===== config.mk =====
export PLATFORM = sky130hd
export DESIGN_NAME = request_latch_8
export DESIGN_NICKNAME = d
export VERILOG_FILES = /design/src/rtl/request_latch_8.sv
export SDC_FILE = /design/constraint.sdc
export NUM_CORES = 1
export LEC_CHECK = 0
export BUFFER_PORTS_ARGS = -buffer_cell sky130_fd_sc_hd__buf_2
export CORE_MARGIN = 4
export CORE_UTILIZATION = 43
export DETAILED_ROUTE_END_ITERATION = 12
export GPL_ROUTABILITY_DRIVEN = 0
export PLACE_DENSITY = 0.68
export RECOVER_POWER = 100
export REMOVE_ABC_BUFFERS = 1
export SYNTH_ARGS = -nofsm -noshare
export SYNTH_HDL_FRONTEND = slang
export SYNTH_SLANG_ARGS = --single-unit

===== constraint.sdc =====
create_clock -name clk -period 1.5 [get_ports clk]
set_input_delay 0 -clock clk [delete_from_list [all_inputs] [get_ports clk]]
set_output_delay 0 -clock clk [all_outputs]
set_load 0.005 [all_outputs]

===== src/rtl/request_latch_8.sv =====
// Front end for the 8-to-3 priority encoder: synchronises and debounces eight
// request lines and holds each debounced rising edge as a sticky pending bit.
module request_latch_8 #(
    parameter int unsigned DEBOUNCE_CYCLES = 4
) (
    input  logic       clk,
    input  logic       rst_n,
    input  logic [7:0] key_in,
    input  logic       ack,
    input  logic [2:0] ack_code,
    output logic [7:0] a,
    output logic       enable
);

    localparam int unsigned N     = 8;
    localparam int unsigned CNT_W = 8;
    localparam logic [CNT_W-1:0] CNT_LAST = CNT_W'(DEBOUNCE_CYCLES - 1);

    logic [N-1:0]            s1;
    logic [N-1:0]            s2;
    logic [N-1:0]            stable;
    logic [N-1:0]            stable_nxt;
    logic [N-1:0]            rise;
    logic [N-1:0]            a_nxt;
    logic [N-1:0][CNT_W-1:0] cnt;
    logic [N-1:0][CNT_W-1:0] cnt_nxt;

    // A level change is accepted only after DEBOUNCE_CYCLES consecutive disagreeing cycles.
    always_comb begin
        stable_nxt = stable;
        cnt_nxt    = '0;
        for (int i = 0; i < int'(N); i++) begin
            if (s2[i] != stable[i]) begin
                if (cnt[i] == CNT_LAST) begin
                    stable_nxt[i] = s2[i];
                end else begin
                    cnt_nxt[i] = cnt[i] + CNT_W'(1);
                end
            end
        end
    end

    assign rise = stable_nxt & ~stable;

    // Set is applied after the clear so a new event survives a same-cycle ack.
    always_comb begin
        a_nxt = a;
        if (ack) begin
            a_nxt[ack_code] = 1'b0;
        end
        a_nxt = a_nxt | rise;
    end

    always_ff @(posedge clk or negedge rst_n) begin
        if (!rst_n) begin
            s1     <= '0;
            s2     <= '0;
            stable <= '0;
            cnt    <= '0;
            a      <= '0;
        end else begin
            s1     <= key_in;
            s2     <= s1;
            stable <= stable_nxt;
            cnt    <= cnt_nxt;
            a      <= a_nxt;
        end
    end

    assign enable = |a;

endmodule


==> reports/metrics.cfg, run 1 <==
[timing]
relSlewSlack=0.228
fin_skew_ps=13.4
worst_pin_slew_ps=1160
hold_slack_ps=47.2
setup_violations=5
max_freq_mhz=645
slew_violations=0
finalHoldViolations=0
rsz0062_at_grt=yes
setup_slack_ps=-50.7
post-route-period-util=1.03
layout_min_cycle_time_ps=1550

[power]
peakVddDrop_mv=0.719
intPower_mw=4.77
total_power_mw=6.93
power_density_mw_per_mm2=1420
p_comb_frac=0.260
p_switching_mw=2.16
leakagePower_nw=2.10
p_clk_frac=0.242
swShare=0.312
p_seq_frac=0.498

[logic_synthesis]
avgSynthCellArea_um2=10.9
ys_ff_latch=96
post_synth_instance_area_mm2=0.00415
synthCells=380
seq_area_frac_synth=0.578
synth.top_cell.area_share=0.578
synth_largest_area_cell=dfrtp_1
yosysUniqueCellTypes=34
yosys_warnings=0
synth_area_leaders=dfrtp_1, xor2_1, nand3_1

[critical_path]
start_kind=register
worstSetupPathType=reg -> reg
cp_max_fo=2
arrival_ps=1790
cp.required_ps=1740
worst_setup_path_end_kind=register

[global_routing]
grt.overflow.total=0
grt_first_pass_wirelength_um=13000
track_usage=0.143
first_global_vias=2949
grt_max_degree=97
antenna_found_initial=0

[clock_tree]
path_clk_slew_ps=80
cts_buffer_depth=2
htreeDepth=3
cts_tree=built
cts.sinks=96
cts_buffers=9
clock-root-buffer=clkbuf_8
clk_latency_ps=350

[floorplanning]
die_y_um=106
dieArea_mm2=0.0113
rows=35
start_util=0.445
core_area_mm2=0.00933
die_w_um=106
ios=23

[outcome]
status=finished, violations left
failed_checks=setup timing

[placement]
io_buffers=22
dpl.hpwl_um=5260

[route]
routed_wl_um=7450
routedWlPerCell_um=12.8
ant_nets=0
num_vias=2968
drt_first_pass_iters=4
drt_iter0_drc=126
vias_per_cell=5.12
drc_errors=0

[hold_path]
hold_class=in -> reg

[cells_and_area]
nets=469
drive_above_1_share=0.135
antenna_cells=0
syn2layout_area_growth_pct=17.7

[flow_run]
cap_violations=0

## logic make-up after synthesis
logic type,count (synthesis),synth area share
xor gates and xnor gates,32,0.0675
and+or+nand+nor,153,0.192
adders and majority gates,9,0.0271
DFF,96,0.578
buffers and inverters,9,0.00844
AOI/OAI and AO/OA,73,0.105
muxes,8,0.0217
## metal layers
metal / routed length [um] / up-vias / GRT usage
li1: - / 1480 / -
met1: 3600 / 1436 / 0.186
met2: 3530 / 43 / 0.230
met3: 230 / 9 / 0.0376
met4: 93 / 0 / 0.0518
met5: 0 / - / 0
## per-stage QoR
step	instance area, um2	setup TNS, ps	util	setup slack, ps	cells
after floorplan	4150	-81.5	-	-81.5	379
after global placement	4580	-237	0.491	-52.9	549
after detailed placement	4580	-346	0.491	-84.1	549
after CTS	4910	-92.3	0.526	-26.1	578
after global routing	4890	-1700	0.524	-81.2	580
final	4890	-109	0.524	-50.7	580
## cells in the mapped netlist
master,instances
or3_1,22
and2_1,1
inv_1,8
o21bai_1,1
nor4_1,5
a21o_1,1
xnor2_1,12
a21boi_0,3
o31ai_4,1
mux2_2,7
a32o_1,1
nor4b_1,4
a21oi_1,22
nand4_1,6
xor2_1,20
nor3_4,1
nand2_1,19
nor2_1,37
and3_1,2
dfrtp_1,96
mux2_1,1
nand2b_1,12
nor2b_1,2
a21bo_2,3
ha_1,9
o31ai_1,4
nor3_1,4
or2_2,1
nand3_1,34
or4_1,2
or4_4,1
buf_2,1
o21ai_0,34
a31o_2,3
## critical path, stage by stage, from the launching register on
cell	delay (ps)
dfrtp_1	390
or4_4	570
nor3_4	160
mux2_4	320
## sequential cells by signal, summed over array words and instances (netlist names)
| name | flops |
|---|---|
| a | 8 |
| cnt | 64 |
| s1 | 8 |
| s2 | 8 |
| stable | 8 |
## final timing paths
check                             from   endpoint  slack [ps]  depth (start not counted)
min                        ack_code[1]       a[2]          50                          4
max reg2reg                    cnt[14]  stable[1]         -50                          3
min reg2reg                      s1[7]      s2[7]         350                          0
max                            cnt[14]  stable[1]         -50                          3
max in group asynchronous        rst_n      s2[2]         240                          3
min in group asynchronous        rst_n    cnt[31]         500                          3
## power by group through the flow
stage,clock (mW),sequential [mW],combinational (mW)
2_1_floorplan,0,3.48,1.12
3_3_place_gp,0,3.49,1.79
3_5_place_dp,0,3.51,1.83
4_1_cts,1.76,3.46,1.89
5_1_grt,1.86,3.52,2.06
6_report,1.68,3.45,1.80
## cells in the final DEF (no fill, tap or decap), drive strengths merged
master,count
o21bai,1
a32o,1
nor4,5
a21oi,22
clkinv,2
and3,2
or4,3
or3,22
a21bo,3
inv,8
a31o,3
or2,1
nor2,37
o31ai,5
xnor2,12
and2,1
a21boi,3
mux2,8
nor3,5
xor2,20
nand4,6
buf,31
dlygate4sd3,12
nand3,34
nand2b,12
ha,9
nor2b,2
nor4b,4
dfrtp,96
a21o,1
o21ai,34
nand2,19
clkbuf,26
bufinv,1
## area by class of cell
class	instances	area (um2)
timing repair buffer	56	372
tap	129	161
clock inverter	3	40.0
clock buffer	13	159
inverter	8	30.0
multi-input combinational	275	1730
fill	845	4440
sequential	96	2400
## what timing repair did
action,in CTS,in global routing
pin swaps,3,1
setup buffers,1,2
hold buffers,12,0
resized for setup,1,6
endpoints found under the hold margin,106,0
gates cloned,0,0
endpoints found under the setup margin,5,12
(Power assumes the default switching activity.)
==> run 2, diff against run 1 <==
Settings changed: ABC_CLOCK_PERIOD_IN_PS set to 1410, BUFFER_PORTS_ARGS -buffer_cell sky130_fd_sc_hd__buf_2 to -buffer_cell sky130_fd_sc_hd__buf_4.
Clock period 1.5 ns to 1.41 ns, I/O delays scaled along.
==> run 2 against run 1 <==
The flow still finishes with violations (setup timing). Flip-flop and latch count unchanged. Setup slack got worse by 110 ps. Via count up 4.2%. Clock skew is 4.2 ps lower. Die area unchanged. Non-clock buffer count grew 19. Count of clock-buffer cells in the layout is 3 lower. Design area up 5.4%. Register-to-register slack lost 110 ps. Cell count up 2.9%. Sequential power grew 6%. Worst hold slack gained 12 ps. Critical endpoint unchanged. Largest power group unchanged.
==> reports/metrics.cfg, run 2 (same netlist as run 1, synthesis figures left out) <==
[outcome]
failed_checks=setup timing
status=finished, violations left

[power]
p_switching_mw=2.42
p_seq_frac=0.466
peakVddDrop_mv=0.600
p_clk_frac=0.243
intPower_mw=5.40
p_comb_frac=0.292
power_density_mw_per_mm2=1520
leakagePower_nw=2.23
swShare=0.310

[timing]
layout_min_cycle_time_ps=1580
worst_pin_slew_ps=873
slew_violations=0
finalHoldViolations=0
fin_skew_ps=9.28
relSlewSlack=0.418
setup_slack_ps=-165
max_freq_mhz=635
post-route-period-util=1.12
setup_violations=10
rsz0062_at_grt=yes

[clock_tree]
cts.sinks=96
path_clk_slew_ps=90
clock-root-buffer=clkbuf_8
cts_tree=built
clk_latency_ps=350
cts_buffers=9
htreeDepth=3
cts_buffer_depth=2

[global_routing]
antenna_found_initial=0
grt_max_degree=61
first_global_vias=3160
grt.overflow.total=0
track_usage=0.153
grt_first_pass_wirelength_um=14000

[cells_and_area]
fin_util=0.553
final_cell_mix=dfrtp_1, nor2_1, buf_4, o21ai_0, nand3_1
largest-register=cnt
syn2layout_area_growth_pct=24.1
largest_reg_flops=64
antenna_cells=0
nets=488
drive_above_1_share=0.205
mostFrequentLayoutCell=dfrtp_1
nFillCells=816

[floorplanning]
dieArea_mm2=0.0113
rows=35
die_w_um=106
die_y_um=106
start_util=0.445
core_area_mm2=0.00933
ios=23

[critical_path]
arrival_ps=1810
worstSetupPathType=reg -> reg
worst_setup_path_end_kind=register
cp_max_fo=2
start_kind=register
cp.required_ps=1640

[placement]
dpl.hpwl_um=5750
io_buffers=22
dp_worst_setup_slack_ps=-161

[route]
drt_iter0_drc=76
routedWlPerCell_um=13.4
vias_per_cell=5.18
num_vias=3092
drt_first_pass_iters=5
routed_wl_um=8010
drc_errors=0
ant_nets=0

[flow_run]
cap_violations=0

[hold_path]
hold_class=in -> reg

[run 2: worst max-delay path, stage by stage, from the launching register on]
cell and delay [ps]:
dfrtp_1 390, or4_4 550, nor3_4 200, mux2_4 320
[run 2: final cells by class]
cell class                 instances  area (um2)  area share
sequential                        96        2400       0.466
clock buffer                      10         138      0.0267
inverter                           8        30.0     0.00583
timing repair buffer              75         556       0.108
multi-input combinational        275        1800       0.349
tap                              129         161      0.0313
clock inverter                     4        70.1      0.0136
[run 2: worst paths after layout]
path / end / startpoint / depth (start not counted) / slack (ps)
max reg2reg: stable[1] / cnt[13] / 3 / -170
min reg2reg: s2[3] / s1[3] / 0 / 350
min: a[2] / ack_code[1] / 4 / 60
max in group asynchronous: stable[2] / rst_n / 3 / 450
max: stable[1] / cnt[13] / 3 / -170
min in group asynchronous: cnt[30] / rst_n / 3 / 410
[run 2: layer usage]
metal | vias up | part of all wire | track usage
met5 | - | 0 | 0
met4 | 0 | 0.013 | 0.0416
met3 | 9 | 0.033 | 0.0443
met2 | 44 | 0.51 | 0.263
met1 | 1522 | 0.45 | 0.189
li1 | 1517 | - | -
[run 2: what timing repair did]
action,CTS,global route
hold endpoints to repair,106,0
pin swaps,4,4
gates resized for setup,5,17
setup endpoints to repair,12,27
gates cloned,0,0
setup buffers,2,0
hold buffers,12,0
[run 2: power groups by stage]
| stage | Combinational (mW) | Sequential (mW) | Clock, mW |
|---|---|---|---|
| 4_1_cts | 2.37 | 3.63 | 1.98 |
| 2_1_floorplan | 1.19 | 3.70 | 0 |
| 6_report | 2.28 | 3.64 | 1.90 |
| 3_3_place_gp | 2.23 | 3.65 | 0 |
| 5_1_grt | 2.56 | 3.71 | 2.08 |
| 3_5_place_dp | 2.29 | 3.68 | 0 |
[run 2: stage by stage]
step	TNS [ps]	instances	power, mW	instance area [um2]	hold slack [ps]
after floorplan	-172	379	4.89	4150	-296
after global placement	-672	569	5.88	4790	-12.1
after detailed placement	-890	569	5.97	4790	-7.71
after CTS	-775	597	7.99	5160	61.6
after global routing	-1880	597	8.35	5150	66.5
final	-801	597	7.82	5150	59.5
==> run 3, diff against run 2 <==
Settings changed: ABC_CLOCK_PERIOD_IN_PS 1410 to 1400, GPL_TIMING_DRIVEN set to 0.
Clock period 1.41 ns to 1.4 ns, I/O delays scaled along.
==> run 3 against run 2 <==
Register-to-register slack is essentially flat. The flow still finishes with violations (setup timing). Critical endpoint unchanged. Maximum frequency rose by 0.26%. Combinational power fell by 13%. Count of clock-buffer cells in the layout up 2. Design area down 4.0%.
==> reports/metrics.cfg, run 3 (same netlist as run 1, synthesis figures left out) <==
[route]
num_vias=2949
ant_nets=0
drt_iter0_drc=130
drc_errors=0
routed_wl_um=7640
drt_first_pass_iters=4
routedWlPerCell_um=13.4
vias_per_cell=5.16

[timing]
post-route-period-util=1.12
rsz0062_at_grt=yes
setup_tns_ps=-497
relSlewSlack=0.438
slew_violations=0
layout_min_cycle_time_ps=1570
worst_pin_slew_ps=843
max_freq_mhz=636
finalHoldViolations=0
setup_violations=8
fin_skew_ps=5.72
setup_slack_ps=-171

[power]
peakVddDrop_mv=0.507
leakagePower_nw=2.08
intPower_mw=4.99
p_comb_frac=0.269
p_switching_mw=2.41
swShare=0.326
p_clk_frac=0.218
power_density_mw_per_mm2=1500
p_seq_frac=0.514

[placement]
dpl.hpwl_um=5090
io_buffers=22
place_inst=530

[critical_path]
cp.required_ps=1650
ff2ff_setup_slack_ps=-170
worst_setup_path_end_kind=register
cpMaxStageDelayCell=or4_4
cp_max_fo=3
worstSetupPathType=reg -> reg
start_kind=register
cpPeakStageDelay_ps=580
arrival_ps=1820
cp_cell_sequence=or4_4 -> nor3_4 -> mux2_4

[clock_tree]
cts_buffer_depth=2
cts_buffers=9
cts_tree=built
path_clk_slew_ps=90
htreeDepth=3
clk_latency_ps=360
cts.sinks=96
clock-root-buffer=clkbuf_8

[floorplanning]
start_util=0.445
ios=23
die_y_um=106
dieArea_mm2=0.0113
die_w_um=106
rows=35
core_area_mm2=0.00933

[cells_and_area]
largest_reg_flops=64
instances_no_fill=572
final_cell_mix=dfrtp_1, nor2_1, o21ai_0, nand3_1, or3_1
mostFrequentLayoutCell=dfrtp_1
largest-register=cnt
drive_above_1_share=0.172
antenna_cells=0
nFillCells=834
nets=461
syn2layout_area_growth_pct=19.2

[global_routing]
grt_max_degree=97
grt_first_pass_wirelength_um=12900
track_usage=0.143
grt.overflow.total=0
antenna_found_initial=0
first_global_vias=2886

[flow_run]
cap_violations=0

[outcome]
failed_checks=setup timing
status=finished, violations left

[hold_path]
hold_class=in -> reg

==> run 3: cell count changes in the layout (fill, tap and decap cells not counted), sizes merged <==
cell | before | now
buf | 33 | 18
clkinvlp | 0 | 4
clkinv | 2 | 0
bufinv | 2 | 0
clkbuf | 40 | 30
==> run 3: routing by layer <==
layer  part of all wire  GRT usage  routed length [um]  vias to the layer above
met4              0.020     0.0620                 149                        0
li1                   -          -                   -                     1460
met2               0.48      0.230                3660                       33
met1               0.47      0.181                3580                     1445
met3              0.032     0.0407                 247                       11
met5                  0          0                   0                        -
==> run 3: worst max-delay path, delay by kind of cell (launching register included) <==
family,cells,cell delay (ps)
multiplexers,1,320
flip-flops,1,390
AND/OR/NAND/NOR,2,760
==> run 3: power by group through the flow <==
stage	Sequential, mW	Clock, mW	Combinational (mW)
after global placement	3.84	0	1.71
after global routing	3.88	1.78	2.23
after CTS	3.79	1.69	1.95
final	3.80	1.61	1.99
after detailed placement	3.86	0	1.74
after floorplan	3.72	0	1.20
==> run 3: timing repair <==
item | CTS | global route
buffers inserted | 6 | 8
hold buffers | 12 | 0
hold endpoints to repair | 106 | 0
pin swaps | 4 | 3
gates resized for setup | 11 | 23
setup endpoints to repair | 36 | 44
==> run 3: layout make-up <==
cell class,count,area (um2),area share
Inverter,8,30.0,0.00607
Multi-Input combinational cell,275,1790,0.361
Tap cell,129,161,0.0326
Clock buffer,12,145,0.0293
Clock inverter,4,30.0,0.00607
Timing Repair Buffer,48,388,0.0784
Sequential cell,96,2410,0.486
==> run 3: final timing paths <==
kind                       depth (start not counted)   endpoint   startpoint
setup / recovery                                   3  stable[1]      cnt[15]
hold / removal                                     4       a[0]  ack_code[1]
setup reg to reg                                   3  stable[1]      cnt[15]
hold reg to reg                                    0      s2[5]        s1[5]
max in group asynchronous                          2    cnt[16]        rst_n
min in group asynchronous                          2    cnt[30]        rst_n
==> run 3: stage by stage <==
step	util	setup WS (ps)	power [mW]	cell area [um2]	hold slack [ps]
after floorplan	-	-182	4.93	4150	-296
after global placement	0.480	-232	5.54	4470	111
after detailed placement	0.480	-266	5.60	4470	111
after CTS	0.523	-175	7.44	4880	72.5
after global routing	0.531	-197	7.90	4950	110
final	0.531	-171	7.40	4950	79.5
